`config.mk`:
```
export PLATFORM = sky130hd
export DESIGN_NAME = ps2_command_queue
export DESIGN_NICKNAME = d
export VERILOG_FILES = /design/src/rtl/ps2_command_queue.sv
export SDC_FILE = /design/constraint.sdc
export NUM_CORES = 1
export LEC_CHECK = 0
export ABC_AREA = 1
export BUFFER_PORTS_ARGS = -buffer_cell sky130_fd_sc_hd__buf_4
export CORE_ASPECT_RATIO = 0.6
export CORE_MARGIN = 1.5
export CORE_UTILIZATION = 45
export CTS_CLUSTER_DIAMETER = 100
export DETAILED_ROUTE_END_ITERATION = 16
export HOLD_SLACK_MARGIN = 0.02
export PLACE_DENSITY = 0.59
export SYNTH_ARGS = -nofsm -noshare
export SYNTH_HDL_FRONTEND = slang
export SYNTH_SLANG_ARGS = --single-unit
```
`constraint.sdc`:
```
create_clock -name clock -period 5.3 [get_ports clock]
set_clock_uncertainty 0.05 [all_clocks]
set_input_delay 0.265 -clock clock [delete_from_list [all_inputs] [get_ports clock]]
set_output_delay 0.265 -clock clock [all_outputs]
set_load 0.02 [all_outputs]
```
`src/rtl/ps2_command_queue.sv`:
```
// PS/2 keyboard receiver: decodes make-codes into 3-bit game commands and queues
// them for the game logic behind a ready/read_fin handshake.
module ps2_command_queue #(
    parameter int FILTER_LEN     = 4,
    parameter int TIMEOUT_CYCLES = 200000,
    parameter int QUEUE_DEPTH    = 4,
    parameter int CMD_WIDTH      = 3
) (
    input  logic                 clock,
    input  logic                 reset,
    input  logic                 ps2_clock,
    input  logic                 ps2_data,
    input  logic                 read_fin,
    output logic                 ready,
    output logic [CMD_WIDTH-1:0] data,
    output logic                 frame_err,
    output logic                 overflow
);
    localparam int PTR_W = $clog2(QUEUE_DEPTH);
    localparam int CNT_W = PTR_W + 1;
    localparam int FLT_W = $clog2(FILTER_LEN + 1);
    localparam int TMO_W = $clog2(TIMEOUT_CYCLES + 1);

    typedef enum logic [1:0] {IDLE, DATA, PARITY, STOP} rx_state_t;

    logic clk_s1, clk_s2, dat_s1, dat_s2, fin_s1, fin_s2, fin_prev;
    logic             filt_clk;
    logic [FLT_W-1:0] filt_cnt;
    logic             ps2_fall;
    logic             ps2_bit;

    rx_state_t        state;
    logic [2:0]       bit_cnt;
    logic [7:0]       shift_reg;
    logic [TMO_W-1:0] timer;
    logic [7:0]       rx_byte;
    logic             byte_valid;

    logic                 ext, brk;
    logic [2:0]           mapped;
    logic                 push_req;
    logic [CMD_WIDTH-1:0] push_cmd;

    logic [CMD_WIDTH-1:0] mem [QUEUE_DEPTH];
    logic [PTR_W-1:0]     wr_ptr, rd_ptr, next_rd;
    logic [CNT_W-1:0]     count, remaining, next_count;
    logic                 pop_req, do_pop, do_push;
    logic [CMD_WIDTH-1:0] next_head;

    always_ff @(posedge clock) begin
        if (reset) begin
            {clk_s1, clk_s2, dat_s1, dat_s2, fin_s1, fin_s2, fin_prev} <= '0;
        end else begin
            clk_s1   <= ps2_clock;
            clk_s2   <= clk_s1;
            dat_s1   <= ps2_data;
            dat_s2   <= dat_s1;
            fin_s1   <= read_fin;
            fin_s2   <= fin_s1;
            fin_prev <= fin_s2;
        end
    end

    // The data bit is captured in the same cycle the filtered clock is seen to fall.
    always_ff @(posedge clock) begin
        if (reset) begin
            filt_clk <= 1'b0;
            filt_cnt <= '0;
            ps2_fall <= 1'b0;
            ps2_bit  <= 1'b0;
        end else begin
            ps2_fall <= 1'b0;
            if (clk_s2 == filt_clk) begin
                filt_cnt <= '0;
            end else if (filt_cnt == FLT_W'(FILTER_LEN - 1)) begin
                filt_clk <= clk_s2;
                filt_cnt <= '0;
                ps2_fall <= filt_clk;
                ps2_bit  <= dat_s2;
            end else begin
                filt_cnt <= filt_cnt + FLT_W'(1);
            end
        end
    end

    always_ff @(posedge clock) begin
        if (reset) begin
            state      <= IDLE;
            bit_cnt    <= '0;
            shift_reg  <= '0;
            timer      <= '0;
            rx_byte    <= '0;
            byte_valid <= 1'b0;
            frame_err  <= 1'b0;
        end else begin
            byte_valid <= 1'b0;
            frame_err  <= 1'b0;
            timer      <= (state == IDLE || ps2_fall) ? '0 : timer + TMO_W'(1);
            if (state != IDLE && !ps2_fall && timer == TMO_W'(TIMEOUT_CYCLES - 1)) begin
                state     <= IDLE;
                frame_err <= 1'b1;
            end else if (ps2_fall) begin
                case (state)
                    IDLE: begin
                        if (!ps2_bit) begin
                            state   <= DATA;
                            bit_cnt <= '0;
                        end
                    end
                    DATA: begin
                        shift_reg <= {ps2_bit, shift_reg[7:1]};
                        bit_cnt   <= bit_cnt + 3'd1;
                        if (bit_cnt == 3'd7) state <= PARITY;
                    end
                    PARITY: begin
                        if (^{shift_reg, ps2_bit}) begin
                            state <= STOP;
                        end else begin
                            state     <= IDLE;
                            frame_err <= 1'b1;
                        end
                    end
                    STOP: begin
                        state <= IDLE;
                        if (ps2_bit) begin
                            byte_valid <= 1'b1;
                            rx_byte    <= shift_reg;
                        end else begin
                            frame_err <= 1'b1;
                        end
                    end
                    default: state <= IDLE;
                endcase
            end
        end
    end

    // Arrow keys count only with the E0 prefix; the same codes alone are keypad keys.
    function automatic logic [2:0] map_code(input logic [7:0] code, input logic is_ext);
        logic [2:0] cmd;
        cmd = 3'd0;
        case (code)
            8'h1D: cmd = 3'd1;
            8'h1B: cmd = 3'd2;
            8'h1C: cmd = 3'd3;
            8'h23: cmd = 3'd4;
            8'h29: cmd = 3'd5;
            8'h5A: cmd = is_ext ? 3'd0 : 3'd6;
            8'h75: cmd = is_ext ? 3'd1 : 3'd0;
            8'h72: cmd = is_ext ? 3'd2 : 3'd0;
            8'h6B: cmd = is_ext ? 3'd3 : 3'd0;
            8'h74: cmd = is_ext ? 3'd4 : 3'd0;
            default: cmd = 3'd0;
        endcase
        return cmd;
    endfunction

    always_comb begin
        mapped   = map_code(rx_byte, ext);
        push_cmd = CMD_WIDTH'(mapped);
        push_req = byte_valid && rx_byte != 8'hE0 && rx_byte != 8'hF0 && !brk && mapped != 3'd0;
    end

    always_ff @(posedge clock) begin
        if (reset) begin
            ext <= 1'b0;
            brk <= 1'b0;
        end else if (byte_valid) begin
            if (rx_byte == 8'hE0) begin
                ext <= 1'b1;
            end else if (rx_byte == 8'hF0) begin
                brk <= 1'b1;
            end else begin
                ext <= 1'b0;
                brk <= 1'b0;
            end
        end
    end

    // A pop in the same cycle frees a slot, so a push into a full queue still lands.
    always_comb begin
        pop_req    = fin_s2 & ~fin_prev;
        do_pop     = pop_req && (count != '0);
        do_push    = push_req && ((count != CNT_W'(QUEUE_DEPTH)) || do_pop);
        remaining  = count - CNT_W'(do_pop);
        next_count = remaining + CNT_W'(do_push);
        next_rd    = rd_ptr + PTR_W'(do_pop);
        if (remaining == '0) next_head = do_push ? push_cmd : '0;
        else                 next_head = mem[next_rd];
    end

    always_ff @(posedge clock) begin
        if (reset) begin
            wr_ptr   <= '0;
            rd_ptr   <= '0;
            count    <= '0;
            ready    <= 1'b0;
            data     <= '0;
            overflow <= 1'b0;
        end else begin
            if (do_push) begin
                mem[wr_ptr] <= push_cmd;
                wr_ptr      <= wr_ptr + PTR_W'(1);
            end
            rd_ptr   <= next_rd;
            count    <= next_count;
            ready    <= (next_count != '0);
            data     <= next_head;
            overflow <= push_req && !do_push;
        end
    end
endmodule

```
==> reports/qor.yml <==
layout:
  n_fill_cell: 698
  fin_cells: 607
  final_common_cell: "nand2_1"
  areaGrowthSynthToFinish_pct: 14.36
  largest_registers: "timer: 18 flops, mem: 12 flops"
  antennaDiodeCount: 0
  largest_register: "timer"
  largest_reg_flops: 18
  layout.nets: 513
  drive_gt1_share_pct: 9.820
  layout_common_cells: "nand2_1 (96), inv_1 (75), nor2_1 (72)"
global_route:
  gr-total-overflow: 0
  grt_max_degree: 29
  grt_first_pass_wirelength_um: 11830
  grt_use_total_pct: 17.77
  antenna_found_initial: 0
  grt_pass1_vias: 2495
placement:
  place.gp.congestion: 0.8753
  portBuffers: 10
  dp_hpwl_um: 5069
  dp.cells: 591
die:
  coreArea_um2: 7914
  die-width_um: 119.8
  die_y_um: 73.10
  die_area_um2: 8758
  num_rows: 25
  start_util_pct: 46.56
  ios: 11
critical_path:
  cp-start-kind: "flop"
  arrival_ns: 2.48
  critPathMaxStageDelay_ns: 0.37
  worst-path-buf-inv: 3
  worst_path_most_repeated_cell: "inv_1"
  crit_fanout: 5
  critPathRequiredTime_ns: 5.48
  worstSetupPathType: "reg2reg"
  critPathSlowestCell: "dfxtp_1"
  path_cells: "inv_1 > nand2_1 > nor2_1 > o21ai_1 > nand2_1 > nor2_1 > nand3_1 > nand3_1 > inv_1 > ha_1 > ha_1 > xnor2_1 > o31ai_1 > inv_1"
  critPathTopFamily: "simple AND/OR/NAND/NOR gates"
  end_kind: "flop"
clock_network:
  cts.sinks: 80
  cts-hold-fix-buffers: 0
  cts_htree_levels: 3
  cts_root_buf: "clkbuf_16"
  cts_buffers: 9
  postCtsSetupBuffers: 0
  ctsResizeCount: 0
  clk_pin_slew_ns: 0.06
  clock_latency_ns: 0.34
  clock_path_buffers: 2
  cts_tree: "yes"
synth:
  avgSynthCellArea_um2: 7.677
  synth_area_leaders: "dfxtp_1 (37%), edfxtp_1 (9.8%), nand2_1 (9.8%)"
  syn-num-nets: 499
  synth_top_cell_by_area: "dfxtp_1"
  synth_cell_types: 39
  yosysSeqAreaShare_pct: 46.72
  ys.warnings.count: 0
  post_synth_instance_area_um2: 3685
  synth_top_area_share_pct: 36.94
  synth-seq-cells: 80
  synth_cells: 480
power:
  power_density_nw_per_um2: 320.3
  p_total_uw: 1350
  leakage_uw: 0.001793
  ir_drop_uv: 138.5
sta:
  max_clock_freq_mhz: 434.4
  tns_ns: 0
  slew_headroom_pct: 31.30
  period_needed_ns: 2.302
  drv_slew: 0
  tightest_slew_ns: 1.027
  hold_violations: 0
  fin_crit_sh_pct: 43.43
  grt_setup_unrepaired: "false"
  worst_hold_slack_ns: 0.07697
  finalSetupViolations: 0
routing:
  num_vias: 2879
  wl_per_cell_um: 11.60
  top_layer: "met4"
  wl_um: 7041
  via_per_inst: 4.743
  drt-met1-wl_um: 4243
  drc_errors: 0
  ant_nets: 0
  wl_met2_um: 2365
  drt_pass1_iterations: 5
  drt-initial-drc-count: 187
  dr_wl_met3_um: 329
run_status:
  status: "finished clean"
min_path:
  min_path_type: "in2reg"
job:
  maxCapViolCount: 0
## synth_stat cells
cell type	count
and3_1	1
o21a_1	1
inv_2	2
o211ai_1	2
nand2_1	96
dfxtp_1	68
nand3_1	19
xnor2_1	4
nand2_2	3
a21boi_2	1
nand4_2	2
a21oi_1	32
nor2_4	3
buf_2	3
or2_2	2
nand3_2	1
nor4_1	2
o21bai_1	3
a21oi_2	1
ha_1	14
edfxtp_1	12
nand4_1	8
o21ai_1	1
nor2_1	72
xor2_1	4
nor3b_1	3
nor3_4	1
inv_1	75
nor3_1	5
nand3b_1	1
o31ai_1	1
o21ai_0	23
nand2_4	1
nor2_2	2
mux2_2	3
a31oi_1	1
clkinv_1	1
clkbuf_1	4
or2_0	2
## where the power goes
group | internal, uW | switching [uW] | total [uW] | leakage [uW]
sequential | 616 | 0.701 | 617 | 0.000689
clock | 461 | 258 | 720 | 0.000170
combinational | 4.24 | 8.88 | 13.1 | 0.000935
total | 1080 | 268 | 1350 | 0.00179
## final timing paths
check	start	end	slack (ns)	cells past startpoint
hold / removal	ps2_clock	clk_s1	0.08	3
setup reg to reg	rx_byte[0]	ready	3.00	14
setup / recovery	rx_byte[0]	ready	3.00	14
hold reg to reg	clk_s1	clk_s2	0.35	2
## cell families (layout without fill, tap and decap cells)
logic type / Yosys count / count (layout) / synth area share, %
compound gates: 66 / 66 / 9.745
xor+xnor: 8 / 8 / 1.901
fa+ha+maj: 14 / 14 / 4.754
buf+inv: 85 / 104 / 8.760
flops: 80 / 80 / 46.72
mux: 3 / 3 / 0.9167
simple gates: 224 / 224 / 27.20
## worst reg2reg max path, stage by stage (launching register included)
cell,delay (ns)
dfxtp_1,0.37
inv_1,0.09
nand2_1,0.10
nor2_1,0.07
o21ai_1,0.11
nand2_1,0.06
nor2_1,0.11
nand3_1,0.22
nand3_1,0.20
inv_1,0.06
ha_1,0.18
ha_1,0.19
xnor2_1,0.14
o31ai_1,0.19
inv_1,0.06
## layer usage
layer	global-route usage [%]	vias up
li1	-	1553
met1	27.42	1257
met2	22.09	58
met3	5.938	11
met4	6.746	0
met5	0	-
## area by class of cell
class                           count  area, um^2  share of cell area [%]
Tap cell                          108       135.1                   3.207
Clock buffer                        9       225.2                   5.344
Timing Repair Buffer               10       75.07                   1.781
Clock inverter                      7       118.9                   2.821
Multi-Input combinational cell    315        1645                   39.04
Sequential cell                    80        1722                   40.86
Inverter                           78       292.8                   6.948
## metrics by stage
stage / setup slack, ns / util, % / area (um^2)
2_1_floorplan: 3.285 / - / 3685
3_3_place_gp: 3.048 / 48.84 / 3865
3_5_place_dp: 3.042 / 48.84 / 3865
4_1_cts: 3.023 / 53.19 / 4209
5_1_grt: 2.733 / 53.25 / 4214
6_report: 2.998 / 53.25 / 4214
(Power assumes the default switching activity.)
